<file path="src/rtl/spi_ram_pkg.sv">
// Shared constants and types for the SPI/host RAM command arbiter.
package spi_ram_pkg;

  localparam int unsigned CMD_W  = 10;
  localparam int unsigned DATA_W = 8;

  localparam logic [1:0] OP_WR_ADDR = 2'b00;
  localparam logic [1:0] OP_WR_DATA = 2'b01;
  localparam logic [1:0] OP_RD_ADDR = 2'b10;
  localparam logic [1:0] OP_RD_DATA = 2'b11;

  typedef enum logic [1:0] {
    IDLE,
    LOCK,
    WAIT_RD
  } state_e;

endpackage

</file>
<file path="src/rtl/spi_ram_arbiter_rr_grant2.sv">
// Two-way round-robin grant: a lone requester always wins, a tie goes to rr_ptr_i.
module rr_grant2 (
  input  logic [1:0] valid_i,
  input  logic       rr_ptr_i,
  output logic [1:0] grant_o
);

  always_comb begin
    grant_o = valid_i;
    if (&valid_i) begin
      grant_o = rr_ptr_i ? 2'b10 : 2'b01;
    end
  end

endmodule

</file>
<file path="src/rtl/spi_ram_arbiter.sv">
// Arbitrates two requesters onto one RAM command port, holding ownership across
// address/data command pairs and routing read returns back to the issuer.
module spi_ram_arbiter
  import spi_ram_pkg::*;
#(
  parameter int unsigned LOCK_TIMEOUT = 64,
  parameter int unsigned RD_TIMEOUT   = 8,
  parameter int unsigned CNT_W        = 7
) (
  input  logic              clk,
  input  logic              rst_n,
  input  logic [CMD_W-1:0]  req0_din,
  input  logic              req0_valid,
  output logic              req0_ready,
  output logic [DATA_W-1:0] rsp0_data,
  output logic              rsp0_valid,
  input  logic [CMD_W-1:0]  req1_din,
  input  logic              req1_valid,
  output logic              req1_ready,
  output logic [DATA_W-1:0] rsp1_data,
  output logic              rsp1_valid,
  output logic [CMD_W-1:0]  ram_din,
  output logic              ram_rx_valid,
  input  logic [DATA_W-1:0] ram_dout,
  input  logic              ram_tx_valid,
  output logic              err_timeout
);

  localparam logic [CNT_W-1:0] LockLast = CNT_W'(LOCK_TIMEOUT - 1);
  localparam logic [CNT_W-1:0] RdLast   = CNT_W'(RD_TIMEOUT - 1);

  state_e                       state_q, state_d;
  logic                         owner_q, owner_d;
  logic                         rr_ptr_q, rr_ptr_d;
  logic [CNT_W-1:0]             cnt_q, cnt_d;
  logic [CMD_W-1:0]             ram_din_q, ram_din_d;
  logic                         ram_rx_valid_q, ram_rx_valid_d;
  logic [1:0][DATA_W-1:0]       rsp_data_q, rsp_data_d;
  logic [1:0]                   rsp_valid_q, rsp_valid_d;
  logic                         err_q, err_d;

  logic [1:0]       req_valid, grant, ready, xfer;
  logic             src;
  logic [CMD_W-1:0] word;
  logic [1:0]       op;

  assign req_valid = {req1_valid, req0_valid};

  rr_grant2 u_rr_grant2 (
    .valid_i  (req_valid),
    .rr_ptr_i (rr_ptr_q),
    .grant_o  (grant)
  );

  always_comb begin
    ready = 2'b00;
    unique case (state_q)
      IDLE:    ready = grant;
      LOCK:    ready[owner_q] = 1'b1;
      default: ready = 2'b00;
    endcase
  end

  assign xfer = ready & req_valid;
  assign src  = xfer[1];
  assign word = src ? req1_din : req0_din;
  assign op   = word[CMD_W-1 -: 2];

  always_comb begin
    state_d        = state_q;
    owner_d        = owner_q;
    rr_ptr_d       = rr_ptr_q;
    cnt_d          = cnt_q;
    ram_din_d      = ram_din_q;
    ram_rx_valid_d = 1'b0;
    rsp_data_d     = rsp_data_q;
    rsp_valid_d    = 2'b00;
    err_d          = 1'b0;

    if (|xfer) begin
      ram_din_d      = word;
      ram_rx_valid_d = 1'b1;
    end

    unique case (state_q)
      IDLE: begin
        cnt_d = '0;
        if (|xfer) begin
          owner_d = src;
          unique case (op)
            OP_WR_DATA: rr_ptr_d = ~src;  // stale-address write, no lock taken
            OP_RD_DATA: state_d  = WAIT_RD;
            default:    state_d  = LOCK;
          endcase
        end
      end
      LOCK: begin
        if (|xfer) begin
          cnt_d = '0;
          unique case (op)
            OP_WR_DATA: begin
              state_d  = IDLE;
              rr_ptr_d = ~owner_q;
            end
            OP_RD_DATA: state_d = WAIT_RD;
            default:    state_d = LOCK;
          endcase
        end else if (cnt_q == LockLast) begin
          state_d  = IDLE;
          rr_ptr_d = ~owner_q;
          cnt_d    = '0;
          err_d    = 1'b1;
        end else begin
          cnt_d = cnt_q + CNT_W'(1);
        end
      end
      WAIT_RD: begin
        // Returned data takes priority over a coinciding timeout boundary.
        if (ram_tx_valid || (cnt_q == RdLast)) begin
          rsp_data_d[owner_q]  = ram_tx_valid ? ram_dout : '0;
          rsp_valid_d[owner_q] = 1'b1;
          err_d                = ~ram_tx_valid;
          state_d              = IDLE;
          rr_ptr_d             = ~owner_q;
          cnt_d                = '0;
        end else begin
          cnt_d = cnt_q + CNT_W'(1);
        end
      end
      default: state_d = IDLE;
    endcase
  end

  always_ff @(posedge clk) begin
    if (!rst_n) begin
      state_q        <= IDLE;
      owner_q        <= 1'b0;
      rr_ptr_q       <= 1'b0;
      cnt_q          <= '0;
      ram_din_q      <= '0;
      ram_rx_valid_q <= 1'b0;
      rsp_data_q     <= '0;
      rsp_valid_q    <= 2'b00;
      err_q          <= 1'b0;
    end else begin
      state_q        <= state_d;
      owner_q        <= owner_d;
      rr_ptr_q       <= rr_ptr_d;
      cnt_q          <= cnt_d;
      ram_din_q      <= ram_din_d;
      ram_rx_valid_q <= ram_rx_valid_d;
      rsp_data_q     <= rsp_data_d;
      rsp_valid_q    <= rsp_valid_d;
      err_q          <= err_d;
    end
  end

  assign req0_ready   = ready[0];
  assign req1_ready   = ready[1];
  assign ram_din      = ram_din_q;
  assign ram_rx_valid = ram_rx_valid_q;
  assign rsp0_data    = rsp_data_q[0];
  assign rsp1_data    = rsp_data_q[1];
  assign rsp0_valid   = rsp_valid_q[0];
  assign rsp1_valid   = rsp_valid_q[1];
  assign err_timeout  = err_q;

endmodule

</file>
<file path="config.mk">
export PLATFORM = sky130hd
export DESIGN_NAME = spi_ram_arbiter
export DESIGN_NICKNAME = d
export VERILOG_FILES = /design/src/rtl/spi_ram_pkg.sv /design/src/rtl/spi_ram_arbiter_rr_grant2.sv /design/src/rtl/spi_ram_arbiter.sv
export SDC_FILE = /design/constraint.sdc
export NUM_CORES = 1
export LEC_CHECK = 0
export BUFFER_PORTS_ARGS = -buffer_cell sky130_fd_sc_hd__buf_2
export CORE_ASPECT_RATIO = 1.1
export CORE_MARGIN = 1
export CORE_UTILIZATION = 40
export DETAILED_ROUTE_END_ITERATION = 8
export GPL_ROUTABILITY_DRIVEN = 0
export PLACE_DENSITY_LB_ADDON = 0.15
export SYNTH_ARGS = -nofsm -noshare
export SYNTH_HDL_FRONTEND = slang
export SYNTH_HIERARCHICAL = 1
export SYNTH_SLANG_ARGS = --single-unit
</file>
<file path="constraint.sdc">
create_clock -name clk -period 5.8 [get_ports clk]
set_clock_uncertainty 0.2 [all_clocks]
set_input_delay 0.58 -clock clk [delete_from_list [all_inputs] [get_ports clk]]
set_output_delay 0.58 -clock clk [all_outputs]
set_load 0.01 [all_outputs]
</file>
==> flow_metrics.py, run 1 <==
metrics = {
    "run_status": {
        "status": "complete, but fails checks",
        "violations": "DRC",
    },
    "drt": {
        "dr_total_vias": 1942,
        "first_iter_violations": 97,
        "drc": 1,
        "postRouteWirelength_microns": 4860,
        "viasPerCell": 5.28,
        "first_pass_iters": 6,
        "wl_per_cell_microns": 13.2,
        "ant_nets": 0,
    },
    "global_route": {
        "antenna_found_initial": 0,
        "grt_start_max_net_pins": 31,
        "use_met3": 0.0488,
        "overflow": 0,
        "grt_pass1_vias": 1892,
        "grt.busiest_layer": "met2",
        "gr-usage-met2": 0.312,
        "grt_util_met1": 0.226,
        "track_usage": 0.184,
        "grt_pass1_wl_microns": 8220,
    },
    "setup_path": {
        "cp-startpoint": "state_q[1]$_SDFFE_PN0P_",
        "crit_type": "reg -> reg",
        "ff2ff_setup_slack_ps": 3220,
        "arrival_ps": 2550,
        "slowest_stage": "a21boi_2",
        "critPathTopFamily": "compound AO/OA/AOI/OAI gates",
        "cp_cell_sequence": "inv_1, ha_1, nand2b_1, a21boi_2, o31ai_2, a31oi_1, nor2_1",
        "crit_cells": 7,
        "r2r-end": "cnt_q[5]$_SDFFE_PN0P_",
        "cp_max_fo": 14,
        "crit_required_ps": 5770,
        "start_kind": "flop",
        "slowest_delay_ps": 570,
        "worstSetupEndpointType": "flop",
        "r2r_start": "state_q[1]$_SDFFE_PN0P_",
        "path_buf_inv": 1,
        "endpoint": "cnt_q[5]$_SDFFE_PN0P_",
        "worst_r2r_path_depth": 7,
    },
    "floorplanning": {
        "initial_core_util": 0.420,
        "pin_count": 65,
        "die_h_microns": 78.2,
        "rows": 27,
        "die_w_microns": 71.3,
        "dieArea_sq_mm": 0.00557,
        "fp.coreArea_sq_mm": 0.00503,
    },
    "yosys": {
        "synthSimpleGateAreaFrac": 0.253,
        "synth_nets": 293,
        "synth_xor_area_frac": 0.0166,
        "synth-compound-area-share": 0.200,
        "syn_area_per_cell_sq_um": 8.32,
        "synth_fa_ha_area_frac": 0.0355,
        "netlist_instances": 254,
        "ys_types": 46,
        "ys_ff_latch": 41,
        "yosys_warnings": 6,
        "synth_area_sq_mm": 0.00211,
        "synthMuxAreaShare": 0.0569,
        "synth-edff-count": 0,
        "synth_top_family_by_area": "simple AND/OR/NAND/NOR gates",
        "async_flop_share": 0,
        "ys.flop_type": "dfxtp_1",
        "ys_seq_area_frac": 0.389,
    },
    "clocking": {
        "h-tree-depth": 2,
        "clkTransAtPathRegs_ps": 80,
        "clk_latency_ps": 290,
        "cts_made_buffers": 5,
        "cts_buffer_depth": 2,
        "cts_setup_buffers": 0,
        "numClockSinks": 41,
        "cts_tree": "yes",
        "ctsResizeCount": 0,
        "cts-hold-fix-buffers": 0,
        "cts_root_buf": "clkbuf_8",
    },
    "sta": {
        "period_share": 0.444,
        "fin_crit_ps": 2580,
        "tightestPinTransition_ps": 953,
        "slew_violations": 0,
        "finalHoldViolCount": 0,
        "setup_violations": 0,
        "hold_slack_ps": 255,
        "fmax_ghz": 0.388,
        "rsz0062_at_grt": "false",
        "tns_ps": 0,
        "relSlewSlack": 0.364,
        "finalWorstSetupSlack_ps": 3220,
    },
    "power_and_ir_drop": {
        "peakVddDrop_uv": 193,
        "cellLeakagePower_nw": 1.08,
        "power_mw": 0.932,
        "p_per_area_mw_per_mm2": 367,
    },
    "placement": {
        "place_hpwl_microns": 3460,
        "place_ws_ps": 3210,
        "io_buffers": 64,
        "placedCellCount": 360,
    },
    "finish": {
        "fin_cells": 368,
        "area_growth_pct": 20.3,
        "drive_above_1_share": 0.265,
        "n_antenna_cell": 0,
        "nNetsFinal": 348,
    },
    "worst_hold_path": {
        "min-delay-start": "rsp1_data[4]$_SDFFE_PN0P_",
        "hp-class": "reg -> reg",
    },
    "run": {
        "maxCapViolations": 0,
    },
}
## per-stage QoR
stage / utilization / instance area (sq um)
5_1_grt: 0.505 / 2540
3_5_place_dp: 0.484 / 2430
2_1_floorplan: - / 2110
6_report: 0.505 / 2540
4_1_cts: 0.505 / 2540
3_3_place_gp: 0.484 / 2430
## power by group
part / leakage, nW / internal [mW] / switching, mW
clock network: 0.0549 / 0.110 / 0.101
registers: 0.333 / 0.317 / 0.0251
logic: 0.688 / 0.151 / 0.228
## tightest hold or removal path, delay by kind of cell, from the launching register on
kind / cells / cell delay (ps)
and+or+nand+nor: 1 / 50
DFF: 1 / 310
AOI/OAI and AO/OA: 1 / 50
## synth_stat cells, drive strengths merged, types with 3 or more instances
library cell   n  area (sq um)
a21boi         6          52.5
a21oi         10          50.1
a311oi        10          87.6
and2          13          81.3
buf            5          32.5
clkbuf        12          45.0
dfxtp         41           821
ha             6          75.1
inv            7          26.3
mux2i         12           120
nand2         43           161
nand3          4          20.0
nand4          9          56.3
nor2          30           113
nor2b          3          18.8
nor3           4          20.0
o211ai         5          47.5
o21ai          6          30.0
## flip-flops by register name (all words and copies together), names as in the netlist
register / cells
ram_din: 10
rsp0_data: 8
rsp1_data: 8
cnt_q: 7
rsp_valid_q: 2
state_q: 2
err_timeout: 1
owner_q: 1
ram_rx_valid: 1
rr_ptr_q: 1
## final cells by class
type | count | area (sq um)
Clock buffer | 7 | 96.3
Sequential cell | 41 | 821
Multi-Input combinational cell | 189 | 1190
Inverter | 7 | 26.3
Tap cell | 58 | 72.6
Timing Repair Buffer | 65 | 328
Clock inverter | 1 | 8.76
Fill cell | 497 | 2490
## worst min path at each step
stage / slack, ps / cells after the start / endpoint
global placement: 240 / 2 / rsp1_data[4]$_SDFFE_PN0P_
detailed placement: 250 / 2 / rsp1_data[2]$_SDFFE_PN0P_
floorplan: 250 / 2 / rr_ptr_q$_SDFFE_PN0P_
global route: 270 / 2 / rsp1_data[2]$_SDFFE_PN0P_
finish: 250 / 2 / rsp1_data[4]$_SDFFE_PN0P_
CTS: 260 / 2 / rsp1_data[2]$_SDFFE_PN0P_
## routing by layer
| layer | routed length [microns] | share of wire |
|---|---|---|
| met5 | 0 | 0 |
| met4 | 46 | 0.0095 |
| met3 | 202 | 0.042 |
| met2 | 2270 | 0.47 |
| met1 | 2340 | 0.48 |
## cells in the final DEF (no fill, tap or decap), drive strengths merged, types with 2 or more instances in the layout
master,n
o21ai,6
xnor2,2
nor2b,3
xor2,2
o211a,2
nand2b,2
clkbuf,7
o211ai,5
mux2i,12
dfxtp,41
nand2,43
o221ai,2
nand3b,2
inv,8
a311oi,10
nor3b,2
and2,13
ha,6
a21oi,10
nor2,30
a21boi,6
nand3,4
nand4,9
nor3,4
buf,65
o31ai,2
## kinds of logic after synthesis
kind of cell | count (synthesis)
buffers and inverters | 24
and+or+nand+nor | 115
adders and majority gates | 6
xor gates and xnor gates | 4
AOI/OAI and AO/OA | 52
DFF | 41
muxes | 12
Note: power is estimated with default switching activity, not from simulation.
==> run 2, diff against run 1 <==
==> constraint.sdc (replaced) <==
create_clock -name clk -period 2.3 [get_ports clk]
set_clock_uncertainty 0.2 [all_clocks]
set_input_delay 0.23 -clock clk [delete_from_list [all_inputs] [get_ports clk]]
set_output_delay 0.23 -clock clk [all_outputs]
set_load 0.01 [all_outputs]
==> run 2 against run 1 <==
Effect of this change:
- the run still ends with DRC left
- final cell count rose by 7.1%
- clock power rose to 2.5 times the previous value
- non-clock buffer count is 26 higher
- register-to-register slack worse by 3200 ps
- hold slack worse by 240 ps
- fmax is 15% higher
- die area stayed put
- via count rose by 4.4%
- sequential share of layout area fell by 2.7 points
- final area up 9.5%
- critical path depth is 1 higher
- total power grew to 2.7 times the previous value
- critical endpoint is now state_q[0]$_SDFFE_PN0P_
==> flow_metrics.py, run 2 (same netlist as run 1, synthesis figures left out) <==
metrics = {
    "finish": {
        "largest_reg_flops": 10,
        "drive_above_1_share": 0.310,
        "nNetsFinal": 374,
        "area_growth_pct": 31.6,
        "fin_cells": 394,
        "layout_common_cells": "64 x buf_2, 43 x nand2_1, 39 x dfxtp_1",
        "final_util": 0.552,
        "final_common_cell": "buf_2",
        "n_antenna_cell": 0,
    },
    "floorplanning": {
        "initial_core_util": 0.420,
        "dieArea_sq_mm": 0.00557,
        "fp.coreArea_sq_mm": 0.00503,
        "die_h_microns": 78.2,
        "pin_count": 65,
        "rows": 27,
        "die_w_microns": 71.3,
    },
    "power_and_ir_drop": {
        "cellLeakagePower_nw": 1.20,
        "power_mw": 2.52,
        "peakVddDrop_uv": 495,
        "p_per_area_mw_per_mm2": 907,
    },
    "global_route": {
        "overflow": 0,
        "grt_pass1_vias": 1873,
        "grt_pass1_wl_microns": 8740,
        "antenna_found_initial": 0,
        "grt_start_max_net_pins": 29,
        "track_usage": 0.197,
    },
    "sta": {
        "relSlewSlack": 0.525,
        "finalWorstSetupSlack_ps": 62.1,
        "setup_violations": 0,
        "slew_violations": 0,
        "tightestPinTransition_ps": 709,
        "finalHoldViolCount": 0,
        "fmax_ghz": 0.447,
        "period_share": 0.973,
        "tns_ps": 0,
        "rsz0062_at_grt": "true",
        "fin_crit_ps": 2240,
    },
    "drt": {
        "wl_met3_microns": 234,
        "viasPerCell": 5.14,
        "first_pass_iters": 6,
        "met2_length_microns": 2450,
        "highest-signal-layer": "met4",
        "ant_nets": 0,
        "drc": 1,
        "dr_total_vias": 2027,
        "wl_per_cell_microns": 13.2,
        "first_iter_violations": 53,
        "wl_met1_microns": 2410,
        "postRouteWirelength_microns": 5190,
    },
    "clocking": {
        "h-tree-depth": 2,
        "cts_tree": "yes",
        "cts_root_buf": "clkbuf_8",
        "cts_buffer_depth": 2,
        "clk_latency_ps": 290,
        "cts_made_buffers": 5,
        "numClockSinks": 41,
        "clkTransAtPathRegs_ps": 80,
    },
    "setup_path": {
        "cp_cell_sequence": "inv_1, ha_1, o211ai_2, buf_4, a21bo_2, o31ai_1, a2bb2oi_2, mux2i_1",
        "slowest_stage": "o31ai_1",
        "critPathTopFamily": "compound AO/OA/AOI/OAI gates",
        "cp_max_fo": 5,
        "worstSetupEndpointType": "flop",
        "slowest_delay_ps": 390,
        "crit_required_ps": 2270,
        "path_buf_inv": 2,
        "start_kind": "flop",
        "arrival_ps": 2210,
        "crit_type": "reg -> reg",
    },
    "worst_hold_path": {
        "hp-class": "in -> reg",
    },
    "run_status": {
        "violations": "DRC",
        "status": "complete, but fails checks",
    },
    "placement": {
        "io_buffers": 64,
        "place_hpwl_microns": 3720,
        "placedCellCount": 377,
        "place_ws_ps": 26.9,
    },
    "run": {
        "maxCapViolations": 0,
    },
}
[run 2: worst paths after layout]
path | start | endpoint | slack (ps) | depth (start not counted)
setup / recovery | state_q[0]$_SDFFE_PN0P_ | state_q[0]$_SDFFE_PN0P_ | 60 | 8
hold / removal | req1_din[3] | ram_din[3]$_SDFFE_PN0P_ | 10 | 3
setup reg to reg | state_q[0]$_SDFFE_PN0P_ | state_q[0]$_SDFFE_PN0P_ | 60 | 8
hold reg to reg | rsp1_data[2]$_SDFFE_PN0P_ | rsp1_data[2]$_SDFFE_PN0P_ | 260 | 2
[run 2: tightest hold or removal path: cells and delay by family]
kind                   cells  cell delay [ps]
buffers and inverters      1              100
AND/OR/NAND/NOR            1               90
AO/OA/AOI/OAI              1               50
[run 2: routing by layer]
layer  global-route usage  up-vias
met5                    0        -
met4               0.0680        0
met3               0.0526       11
met2                0.323       48
met1                0.248      916
li1                     -     1052
[run 2: power breakdown]
part / internal, mW / total [mW] / switching [mW]
Combinational: 0.503 / 1.13 / 0.630
Clock: 0.277 / 0.534 / 0.257
Sequential: 0.803 / 0.854 / 0.0508
Total: 1.58 / 2.52 / 0.938
[run 2: timing repair]
action / in CTS / in global routing
setup buffers: 0 / 1
endpoints found under the hold margin: 8 / 0
hold buffers: 8 / 0
setup endpoints to repair: 1 / 15
gates resized for setup: 0 / 5
pin swaps: 1 / 1
[run 2: final cells by class]
cell class | instances | area [sq um]
fillers | 476 | 2250
clock buffers | 7 | 96.3
clock inverters | 1 | 8.76
well taps | 58 | 72.6
inverters | 7 | 26.3
repair buffers | 91 | 559
multi-input cells | 189 | 1190
flip-flops and latches | 41 | 823
[run 2: through the flow]
stage | cell area, sq um | hold slack, ps
finish | 2780 | 11.6
global route | 2780 | 8.10
CTS | 2760 | 6.78
detailed placement | 2570 | 246
global placement | 2570 | 243
floorplan | 2110 | 189
==> run 3, diff against run 2 <==
--- a/config.mk
+++ b/config.mk
@@ -8,7 +8,7 @@
 export BUFFER_PORTS_ARGS = -buffer_cell sky130_fd_sc_hd__buf_2
 export CORE_ASPECT_RATIO = 1.1
 export CORE_MARGIN = 1
-export CORE_UTILIZATION = 40
+export CORE_UTILIZATION = 39
 export DETAILED_ROUTE_END_ITERATION = 8
 export GPL_ROUTABILITY_DRIVEN = 0
 export PLACE_DENSITY_LB_ADDON = 0.15
==> constraint.sdc (replaced) <==
create_clock -name clk -period 2.7 [get_ports clk]
set_clock_uncertainty 0.2 [all_clocks]
set_input_delay 0.27 -clock clk [delete_from_list [all_inputs] [get_ports clk]]
set_output_delay 0.27 -clock clk [all_outputs]
set_load 0.01 [all_outputs]
==> run 3 against run 2 <==
Effect of this change:
- the run now ends clean
- largest cell class unchanged
- total power decreased by 18%
- combinational power fell by 25%
- sequential share of layout area is 2.1 points higher
- worst setup slack gained 240 ps
- final cell count decreased by 2.5%
- highest routed layer unchanged
- clock power decreased by 7.1%
- sequential power decreased by 14%
- count of clock-buffer cells in the layout shrank 2
- global-route usage shrank 2.0 points
==> flow_metrics.py, run 3 (same netlist as run 1, synthesis figures left out) <==
metrics = {
    "setup_path": {
        "start_kind": "flop",
        "crit_required_ps": 2730,
        "worstSetupEndpointType": "flop",
        "worst_r2r_path_depth": 7,
        "r2r-end": "rr_ptr_q$_SDFFE_PN0P_",
        "ff2ff_setup_slack_ps": 310,
        "slowest_stage": "a221o_1",
        "crit_type": "reg -> reg",
        "slowest_delay_ps": 420,
        "arrival_ps": 2420,
        "cp_cell_sequence": "inv_1, ha_1, o211ai_2, a21boi_4, a221o_1, a221oi_2, mux2i_1",
        "r2r_start": "state_q[0]$_SDFFE_PN0P_",
        "cp_max_fo": 14,
    },
    "drt": {
        "wl_per_cell_microns": 12.7,
        "ant_nets": 0,
        "first_iter_violations": 80,
        "dr_total_vias": 1960,
        "drc": 0,
        "postRouteWirelength_microns": 4890,
        "first_pass_iters": 4,
        "viasPerCell": 5.10,
    },
    "global_route": {
        "overflow": 0,
        "track_usage": 0.177,
        "grt_pass1_vias": 1721,
        "grt_start_max_net_pins": 31,
        "grt_pass1_wl_microns": 7940,
        "antenna_found_initial": 0,
    },
    "clocking": {
        "cts_root_buf": "clkbuf_8",
        "clkTransAtPathRegs_ps": 90,
        "clk_latency_ps": 290,
        "h-tree-depth": 2,
        "cts-hold-fix-buffers": 0,
        "numClockSinks": 41,
        "cts_buffer_depth": 2,
        "cts_tree": "yes",
        "cts_made_buffers": 5,
    },
    "sta": {
        "fin_crit_ps": 2390,
        "finalHoldViolCount": 0,
        "period_share": 0.887,
        "tightestPinTransition_ps": 962,
        "fmax_ghz": 0.418,
        "hold_slack_ps": 27.8,
        "setup_violations": 0,
        "relSlewSlack": 0.358,
        "slew_violations": 0,
        "rsz0062_at_grt": "false",
        "tns_ps": 0,
    },
    "power_and_ir_drop": {
        "p_per_area_mw_per_mm2": 802,
        "peakVddDrop_uv": 353,
        "power.share.sequential": 0.354,
        "swShare": 0.376,
        "p_sw_mw": 0.782,
        "cellLeakagePower_nw": 1.09,
        "combPwrFrac": 0.407,
        "intPower_mw": 1.30,
        "pwr-share-clk": 0.239,
    },
    "finish": {
        "final_common_cell": "buf_2",
        "nNetsFinal": 350,
        "final_util": 0.508,
        "n_antenna_cell": 0,
        "drive_above_1_share": 0.269,
        "layout_common_cells": "64 x buf_2, 43 x nand2_1, 41 x dfxtp_1",
        "area_growth_pct": 22.6,
        "largest_reg_flops": 10,
        "fin_cells": 384,
    },
    "worst_hold_path": {
        "min_path_cells": 3,
        "hold_path_end": "ram_din[7]$_SDFFE_PN0P_",
        "hp-class": "in -> reg",
        "min-delay-start": "req0_din[7]",
    },
    "placement": {
        "io_buffers": 64,
        "placedCellCount": 376,
        "place_hpwl_microns": 3610,
    },
    "floorplanning": {
        "pin_count": 65,
        "die_h_microns": 79.2,
        "dieArea_sq_mm": 0.00571,
        "fp.coreArea_sq_mm": 0.00510,
        "initial_core_util": 0.414,
        "rows": 27,
        "die_w_microns": 72.2,
    },
    "run_status": {
        "status": "finished, final reports clean",
    },
    "run": {
        "maxCapViolations": 0,
    },
}
-- run 3: cell count changes in the layout (fill, tap and decap cells not counted), sizes merged --
cell         previous run  this run
dlygate4sd3             8         0
clkbuf                  7         5
clkinv                  0         1
buf                    83        67
bufinv                  0         1
inv                     8         7
clkinvlp                0         1
-- run 3: layer usage --
layer / up-vias / routed length [microns] / GRT usage
li1: 1004 / - / -
met1: 897 / 2370 / 0.233
met2: 52 / 2220 / 0.276
met3: 7 / 240 / 0.0571
met4: 0 / 65 / 0.0529
met5: - / 0 / 0
-- run 3: power by group through the flow --
| stage | sequential (mW) | clock, mW | combinational (mW) |
|---|---|---|---|
| after CTS | 0.735 | 0.511 | 0.833 |
| final | 0.737 | 0.496 | 0.845 |
| after floorplan | 0.761 | 0 | 0.604 |
| after detailed placement | 0.746 | 0 | 0.832 |
| after global routing | 0.749 | 0.541 | 0.932 |
| after global placement | 0.746 | 0 | 0.825 |
-- run 3: repair_timing --
| item | 4_1_cts | 5_1_grt |
|---|---|---|
| resized for setup | 0 | 1 |
| endpoints found under the setup margin | 0 | 5 |
| buffers inserted | 0 | 0 |
| endpoints found under the hold margin | 0 | 0 |
-- run 3: cell type report --
class | count | area (sq um)
multi-input combinational | 189 | 1190
clock buffer | 5 | 68.8
clock inverter | 3 | 46.3
fill | 492 | 2510
timing repair buffer | 67 | 343
tap | 72 | 90.1
sequential | 41 | 821
inverter | 7 | 26.3
-- run 3: per-stage QoR --
stage	setup slack (ps)	cell area [sq um]	power, mW
detailed placement	222	2470	1.58
global route	99.3	2590	2.22
floorplan	553	2110	1.37
finish	306	2590	2.08
global placement	286	2470	1.57
CTS	204	2580	2.08
-- run 3: how the worst max path moves through the flow --
stage	startpoint	to	slack (ps)	cells after the start
floorplan	state_q[1]$_SDFFE_PN0P_	rr_ptr_q$_SDFFE_PN0P_	550	8
global placement	state_q[0]$_SDFFE_PN0P_	cnt_q[5]$_SDFFE_PN0P_	290	7
detailed placement	state_q[0]$_SDFFE_PN0P_	cnt_q[6]$_SDFFE_PN0P_	220	7
CTS	state_q[0]$_SDFFE_PN0P_	cnt_q[6]$_SDFFE_PN0P_	200	7
global route	state_q[0]$_SDFFE_PN0P_	state_q[1]$_SDFFE_PN0P_	100	7
finish	state_q[0]$_SDFFE_PN0P_	rr_ptr_q$_SDFFE_PN0P_	310	7
-- run 3: critical path, delay by kind of cell (launching register included) --
| family | cells | cell delay [ps] |
|---|---|---|
| AOI/OAI and AO/OA | 4 | 1130 |
| adders and majority gates | 1 | 320 |
| buffers and inverters | 1 | 100 |
| DFF | 1 | 390 |
| muxes | 1 | 190 |
